$ cat config.mk
export PLATFORM = sky130hd
export DESIGN_NAME = id_ex_stage
export DESIGN_NICKNAME = d
export VERILOG_FILES = /design/src/rtl/id_ex_stage.sv
export SDC_FILE = /design/constraint.sdc
export NUM_CORES = 1
export LEC_CHECK = 0
export BUFFER_PORTS_ARGS = -buffer_cell sky130_fd_sc_hd__buf_2
export CORE_AREA = 2 2 123 125
export DETAILED_ROUTE_END_ITERATION = 16
export DIE_AREA = 0 0 125 127
export PLACE_DENSITY = 0.77
export SLEW_MARGIN = 20
export SYNTH_ARGS = -nofsm -noshare
export SYNTH_HDL_FRONTEND = slang
export SYNTH_SLANG_ARGS = --single-unit
$ cat constraint.sdc
create_clock -name clk -period 2.3 [get_ports clk]
set_input_delay 0.115 -clock clk [delete_from_list [all_inputs] [get_ports clk]]
set_output_delay 0.115 -clock clk [all_outputs]
set_load 0.01 [all_outputs]
$ cat src/rtl/id_ex_stage.sv
// ID/EX pipeline register with operand forwarding from EX/MEM and MEM/WB,
// load-use hazard detection, stall hold and flush/bubble insertion.
module id_ex_stage #(
  parameter int unsigned W = 32
) (
  input  logic         clk,
  input  logic         rst,
  input  logic         stall,
  input  logic         flush,
  input  logic         id_valid,
  input  logic [W-1:0] id_rs_data,
  input  logic [W-1:0] id_rt_data,
  input  logic [W-1:0] id_imm,
  input  logic [4:0]   id_rs,
  input  logic [4:0]   id_rt,
  input  logic [4:0]   id_rd,
  input  logic [4:0]   id_shamt,
  input  logic [3:0]   id_alu_ctrl,
  input  logic         id_alu_src,
  input  logic         id_uses_rt,
  input  logic         id_reg_write,
  input  logic         id_mem_read,
  input  logic         id_mem_write,
  input  logic         mem_reg_write,
  input  logic [4:0]   mem_rd,
  input  logic [W-1:0] mem_result,
  input  logic         wb_reg_write,
  input  logic [4:0]   wb_rd,
  input  logic [W-1:0] wb_result,
  output logic [W-1:0] x,
  output logic [W-1:0] y,
  output logic [4:0]   shamt,
  output logic [3:0]   ALUout,
  output logic         ex_valid,
  output logic         ex_reg_write,
  output logic         ex_mem_read,
  output logic         ex_mem_write,
  output logic [4:0]   ex_rd,
  output logic [W-1:0] ex_store_data,
  output logic         hazard_stall
);

  typedef struct packed {
    logic         valid;
    logic         reg_write;
    logic         mem_read;
    logic         mem_write;
    logic         alu_src;
    logic [4:0]   rd;
    logic [4:0]   rs;
    logic [4:0]   rt;
    logic [4:0]   shamt;
    logic [3:0]   alu_ctrl;
    logic [W-1:0] rs_data;
    logic [W-1:0] rt_data;
    logic [W-1:0] imm;
  } ex_regs_t;

  ex_regs_t ex_q, ex_d, id_load;
  logic [W-1:0] fx, frt;

  always_comb begin
    id_load           = '0;
    id_load.valid     = id_valid;
    id_load.reg_write = id_valid & id_reg_write;
    id_load.mem_read  = id_valid & id_mem_read;
    id_load.mem_write = id_valid & id_mem_write;
    id_load.alu_src   = id_alu_src;
    id_load.rd        = id_rd;
    id_load.rs        = id_rs;
    id_load.rt        = id_rt;
    id_load.shamt     = id_shamt;
    id_load.alu_ctrl  = id_alu_ctrl;
    id_load.rs_data   = id_rs_data;
    id_load.rt_data   = id_rt_data;
    id_load.imm       = id_imm;
  end

  // Driven from the current EX contents even when a flush is pending.
  always_comb begin
    hazard_stall = ex_q.valid & ex_q.mem_read & (ex_q.rd != 5'd0) & id_valid &
                   ((ex_q.rd == id_rs) | (id_uses_rt & (ex_q.rd == id_rt)));
  end

  always_comb begin
    ex_d = ex_q;
    if (flush) begin
      ex_d = '0;
    end else if (stall) begin
      ex_d = ex_q;
    end else if (hazard_stall) begin
      ex_d = '0;
    end else begin
      ex_d = id_load;
    end
  end

  always_ff @(posedge clk) begin
    if (rst) begin
      ex_q <= '0;
    end else begin
      ex_q <= ex_d;
    end
  end

  // EX/MEM beats MEM/WB; r0 never forwarded.
  always_comb begin
    fx = ex_q.rs_data;
    if (mem_reg_write && (mem_rd != 5'd0) && (mem_rd == ex_q.rs)) begin
      fx = mem_result;
    end else if (wb_reg_write && (wb_rd != 5'd0) && (wb_rd == ex_q.rs)) begin
      fx = wb_result;
    end
  end

  always_comb begin
    frt = ex_q.rt_data;
    if (mem_reg_write && (mem_rd != 5'd0) && (mem_rd == ex_q.rt)) begin
      frt = mem_result;
    end else if (wb_reg_write && (wb_rd != 5'd0) && (wb_rd == ex_q.rt)) begin
      frt = wb_result;
    end
  end

  always_comb begin
    x             = fx;
    y             = ex_q.alu_src ? ex_q.imm : frt;
    ex_store_data = frt;
    shamt         = ex_q.shamt;
    ALUout        = ex_q.alu_ctrl;
    ex_valid      = ex_q.valid;
    ex_reg_write  = ex_q.reg_write;
    ex_mem_read   = ex_q.mem_read;
    ex_mem_write  = ex_q.mem_write;
    ex_rd         = ex_q.rd;
  end

endmodule

### Yosys cells after proc, flatten, opt, wreduce, memory -nomap -nowiden

Index checks and enable logic that the tools add are counted.
Widths: inputs -> output; s select.

| word-level totals | value |
|---|---|
| flip-flop bits (word level) | 125 |
| output and inout port bits | 115 |
| logic and storage cells | 44 |

| cells by class | value |
|---|---|
| equal/unequal tests | 6 |
| multiplexer cells | 6 |
| bitwise operators | 9 |
| reductions and logical operators | 10 |

Operators by type and width:

| kind | count |
|---|---|
| $mux 32 | 5 |
| $mux 125 | 1 |
| $eq 5x5->1 | 6 |
| $reduce_bool 5->1 | 3 |
| $and 1x1->1 | 8 |
| $logic_and 1x1->1 | 6 |
| $reduce_or 2->1 | 1 |
| $or 1x1->1 | 1 |

### Depth between registers and ports, before layout

| logic depth | value |
|---|---|
| word-level depth | 6 |
| gate-level depth with buffers | 7 |
| mapped depth without buffers | 5 |

### Worst setup path after synthesis

Ideal clock, no wire load.

| timing | value |
|---|---|
| kind | register to output |
| start point | register ex_q[108] (netlist bit) |
| end point | output y[10] |
| data arrival time | 1.871 ns |
| data required time | 2.185 ns |
| setup slack | 0.314 ns |
| stages on the path, launching flop included | 7 |
| cells stage by stage | dfxtp_1 > xnor2_1 > nand3_1 > nor4_2 > buf_6 > mux2i_1 > a221oi_1 |

| between the ends | value |
|---|---|
| cells in the longest elaborated chain, start to end | 5 |

Ends and longest elaborated chain:

| element | RTL line | RTL |
|---|---|---|
| start, declared | 59 | `ex_regs_t ex_q, ex_d, id_load;` |
| start signal, assigned | 100 | `ex_q <= '0;` |
| start signal, assigned | 102 | `ex_q <= ex_d;` |
| $eq 5x5->1 | 120 | `end else if (wb_reg_write && (wb_rd != 5'd0) && (wb_rd == ex_q.rt)) begin` |
| $logic_and 1x1->1 | 120 |  |
| $mux 32 | 120 |  |
| $mux 32 * | 118 | `if (mem_reg_write && (mem_rd != 5'd0) && (mem_rd == ex_q.rt)) begin` |
| $mux 32 * | 127 | `y = ex_q.alu_src ? ex_q.imm : frt;` |
| end, declared | 31 | `output logic [W-1:0] y,` |

Every way passes the cells marked *; elsewhere a longest branch is shown, timed or not.

### Final worst setup path

| timing | value |
|---|---|
| start point | input wb_rd[4] |
| end point | output y[8] |

| between the ends | value |
|---|---|
| cells in the longest elaborated chain, start to end | 6 |

Ends and longest elaborated chain:

| element | RTL line | RTL |
|---|---|---|
| start, declared | 28 | `input logic [4:0] wb_rd,` |
| $reduce_bool 5->1 | 120 |  |
| $logic_and 1x1->1 | 120 |  |
| $logic_and 1x1->1 * | 120 |  |
| $mux 32 * | 120 |  |
| $mux 32 * | 118 |  |
| $mux 32 * | 127 |  |

Marks and branches as above.

==> out/results.env <==
RUN_STATUS='finished with violations'
VIOLATIONS='setup timing'
FINAL_NETS=1300
GRT_PASS1_VIAS=7492
CP_CELL_SEQUENCE='buf_2 > or4_1 > o21ai_2 > nor4_4 > buf_6 > clkbuf_16 > mux2i_4 > a221oi_2 > buf_2'
CRIT_TOP_CELL='sky130_fd_sc_hd__buf_2'
SHARE_OF_SYNTHESIZED_FLIP_FLOPS_WITH_AN_ASYNCHRONOUS_SET_OR_RESET_PCT=0
CRITPATHSLOWESTCELL='sky130_fd_sc_hd__or4_1'
GRT_START_MAX_NET_PINS=68
CLK-INSERTION-DELAY-LATE_NS=0.41
NUMBER_OF_MAXIMUM_CAPACITANCE_VIOLATIONS=0
ROUTED_WIRE_LENGTH_UM=29320
HOLD-PATH-ENDPOINT='ex_valid'
SYN_INST=668
SEQUENTIAL_CELL_AREA_MM2=0.002519
SLEW_HEADROOM_PCT=54.88
POWER_mW=6.258
GP_ROUTABILITY_CONGESTION=0.9048
ANT_NETS=0
WORST_R2R_STARTPOINT='ex_rd[2]'
RSZ0062_AT_GRT='true'
POWER_FRAC_SEQ_PCT=36.8
WORST-SETUP-PATH-TYPE='in -> out'
YOSYS_REGISTER_BITS=125
HOLD_VIOL=0
SYNTH_FF_TYPE='sky130_fd_sc_hd__dfxtp_1'
FINALSETUPVIOLCOUNT=14
POWER.DENSITY_CELL_AREA_mW_PER_MM2=573.8
POWER.SWITCHING_FRACTION_PCT=26.03
SKEW_NS=0.009122
DIEHEIGHT_UM=127
SYN_NETS=874
SYNTH_EDF_COUNT=0
CRITPATHMAXFANOUT=8
WORST_SETUP_START_KIND='input port'
SYNTH_TOP_CELL_BY_AREA='sky130_fd_sc_hd__dfxtp_1'
DPL.CELL_COUNT=1118
TIMING.RR.END='ex_q[6]'
FLOORPLAN.ROWS=44
ROUTE.VIAS.TOTAL=7676
NUMBER_OF_BUFFERS_CREATED_BY_CTS=17
WORST-ENDPOINT-REQUIRED_NS=2.18
AVGROUTEDWIREPERCELL_UM=22.67
H-TREE-DEPTH=4
YOSYS.AREA.TOP_TYPE_SHARE_PCT=40.31
FINAL-INSTANCE-COUNT-EXCL-FILL=1293
FLOORPLAN.DIE_AREA_MM2=0.01588
DR.FIRST_ITER.DRC_COUNT=553
YOSYS.CELL_TYPES.COUNT=30
CTS_ROOT_BUF='sky130_fd_sc_hd__clkbuf_16'
CTS.CLK_SLEW.WORST_PATHS_NS=0.06
CRITPATHCAPTURETYPE='output pin'
MIN_PATH_CELLS=2
FINAL.SETUP.WORST_SLACK_NS=-0.05687
MAX_CLOCK_FREQ_MHz=424.3
PERIOD_SHARE_PCT=102.5
LAYOUT_AREA_OVERHEAD_PCT=75.67
MAXSLEWVIOLCOUNT=0
YOSYS_WARNINGS=0
INITIAL_UTILIZATION_PCT=43.04
POWER.NET_SWITCHING_mW=1.629
CORE_AREA_MM2=0.01442
DRC=0
POWER.SHARE.COMBINATIONAL_PCT=17.7
TIMING_WORST_SLEW_PIN_VALUE_NS=0.6768
CRITICAL_PATH.TOP_DELAY_FAMILY='buffers and inverters'
PERIOD_MINUS_SLACK_NS=2.357
GRT_ANTENNA_BEFORE_REPAIR=4
DETAILEDROUTE.FIRSTPASSITERATIONCOUNT=5
POST_SYNTH.CELL_AREA_AVG_UM2=9.294
POST-DP-HPWL_UM=15760
TRITONCTS='done'
CTSLONGESTPATHBUFFERS=2
GLOBALROUTE.TOTALOVERFLOW=0
CELLLEAKAGEPOWER_nW=4.676
POWER.IR.VDD_WORST_mV=0.4780
CLK_NETWORK_PWR_SHARE_PCT=45.5
NUM-FILL-CELLS=911
WORST_PATH_LARGEST_CELL_DELAY_NS=0.53
CRIT_ARRIVAL_NS=2.24
NETLIST_AREA_MM2=0.006208
GROUTE.USAGE.OVERALL_PCT=31.50
DIE_W_UM=125
TIMING.HOLD.WORST.CLASS='in -> reg'
ROUTED_VIA_DENSITY=5.937
WORST_R2R_PATH_DEPTH=6
REG2REG_SLACK_NS=0.15
POST_ROUTE_CELLS_DRIVE_ABOVE_1_SHARE_PCT=45.80
FLOORPLAN.IO_PINS=321
MULTI_INPUT_COMB_AREA_MM2=0.003948
CRITICAL_PATH.N_BUFFERS_INVERTERS=4
CELL_INTERNAL_PWR_mW=4.629
WIRE_LENGTH_OF_THE_FIRST_GLOBAL_ROUTING_PASS_UM=39580
WORST-PATH-STAGES=9
YS_TOP_CELLS_BY_AREA='sky130_fd_sc_hd__dfxtp_1 (40%), sky130_fd_sc_hd__a22o_1 (17%), sky130_fd_sc_hd__mux2i_1 (10%)'
YS_SEQ_AREA_SHARE_PCT=40.31
IO_BUFFERS=320
WORST_HOLD_STARTPOINT='id_valid'
CTS_SINKS=125
[how the worst max path moves through the flow]
| stage | startpoint | to | slack (ns) |
|---|---|---|---|
| 2_1_floorplan | ex_q[108] | y[10] | 0.31 |
| 3_3_place_gp | ex_q[112] | x[22] | 0.05 |
| 3_5_place_dp | ex_q[114] | x[25] | -0.02 |
| 4_1_cts | ex_q[105] | y[0] | -0.03 |
| 5_1_grt | wb_rd[4] | y[20] | -0.12 |
| 6_report | wb_rd[4] | y[8] | -0.06 |
[synth_stat cells, drive strengths merged, types with 2 or more instances]
library cell,instances
nor4,2
a22o,122
a32o,3
inv,32
nor2,34
a21oi,33
nand2,34
or4,2
xnor2,18
mux2i,64
a221oi,32
xor2,12
buf,33
clkbuf,41
nand3,5
nor3,35
o21ai,33
dfxtp,125
[cell families (layout without fill, tap and decap cells)]
kind of cell	count (synthesis)	count (layout)	synth area share [%]
flops	125	125	40.31
compound gates	227	227	28.56
xor+xnor	30	30	4.232
mux	64	64	10.32
buf+inv	106	545	8.142
simple gates	116	116	8.444
other cells	0	2	0
[worst reg2reg max path: cells and delay by family, from the launching register on]
family / cells / cell delay, ns
buffers and inverters: 1 / 0.45
flip-flops: 1 / 0.46
XOR/XNOR: 1 / 0.13
AND/OR/NAND/NOR: 1 / 0.12
AO/OA/AOI/OAI: 3 / 0.92
[placed cells by master, fill, tap and decap left out, types with 3 or more instances in the layout]
cell,n
sky130_fd_sc_hd__a21oi_2,17
sky130_fd_sc_hd__dfxtp_4,3
sky130_fd_sc_hd__buf_4,10
sky130_fd_sc_hd__buf_8,3
sky130_fd_sc_hd__dfxtp_1,118
sky130_fd_sc_hd__xnor2_1,13
sky130_fd_sc_hd__a221oi_2,32
sky130_fd_sc_hd__buf_6,4
sky130_fd_sc_hd__a21oi_1,16
sky130_fd_sc_hd__a32o_1,3
sky130_fd_sc_hd__mux2i_2,11
sky130_fd_sc_hd__nor3_1,20
sky130_fd_sc_hd__nor3_2,15
sky130_fd_sc_hd__bufinv_16,4
sky130_fd_sc_hd__buf_12,10
sky130_fd_sc_hd__clkinv_2,3
sky130_fd_sc_hd__inv_1,32
sky130_fd_sc_hd__dfxtp_2,4
sky130_fd_sc_hd__xor2_1,11
sky130_fd_sc_hd__a22o_1,122
sky130_fd_sc_hd__nor2_1,33
sky130_fd_sc_hd__nand2_1,34
sky130_fd_sc_hd__buf_2,320
sky130_fd_sc_hd__xnor2_2,5
sky130_fd_sc_hd__o21ai_0,31
sky130_fd_sc_hd__dlygate4sd3_1,124
sky130_fd_sc_hd__mux2i_4,21
sky130_fd_sc_hd__clkbuf_16,25
sky130_fd_sc_hd__mux2i_1,32
sky130_fd_sc_hd__clkinvlp_4,3
sky130_fd_sc_hd__nand3_1,3
[through the flow]
step	setup slack, ns	utilization (%)	area [um^2]	setup TNS [ns]	hold slack (ns)
after floorplan	0.3140	-	6208	0	0.2476
after global placement	0.05125	55.17	7958	0	0.3298
after detailed placement	-0.02327	55.17	7958	-0.03123	0.3344
after CTS	-0.03359	69.73	10060	-0.1929	0.02865
after global routing	-0.1163	75.62	10910	-2.604	0.06205
final	-0.05687	75.62	10910	-0.2749	0.07859
[what timing repair did]
action | CTS | global route
setup endpoints to repair | 96 | 153
hold buffers | 124 | 0
gates resized for setup | 33 | 117
pin swaps | 5 | 29
endpoints found under the hold margin | 124 | 0
setup buffers | 4 | 3
cloned | 2 | 8
[layout make-up]
cell class	instances	area share (%)
Clock inverter	14	1.767
Clock buffer	18	3.935
Antenna cell	2	0.04589
Multi-Input combinational cell	437	36.19
Timing Repair Buffer	481	31.75
Inverter	32	1.101
Sequential cell	125	23.09
Tap cell	184	2.111
[routing by layer]
layer  up-vias  GRT usage [%]  wire (um)
met5         -              0         15
li1       3341              -          -
met1      3581          34.88      10450
met3       160          7.705       2598
met4         4          16.08       1883
met2       590          56.33      14370
[power groups by stage]
stage	Combinational (mW)	Sequential, mW	Clock (mW)
after global routing	1.16	2.31	2.98
after CTS	0.964	2.29	2.86
final	1.11	2.31	2.85
after detailed placement	0.764	2.34	0
after floorplan	0.370	2.32	0
after global placement	0.752	2.34	0
[sequential cells by signal, indices dropped and copies added, names as in the netlist]
name	cells
ALUout	4
ex_mem_read	1
ex_mem_write	1
ex_q	107
ex_rd	5
ex_reg_write	1
ex_valid	1
shamt	5
Note: power is estimated with default switching activity, not from simulation.
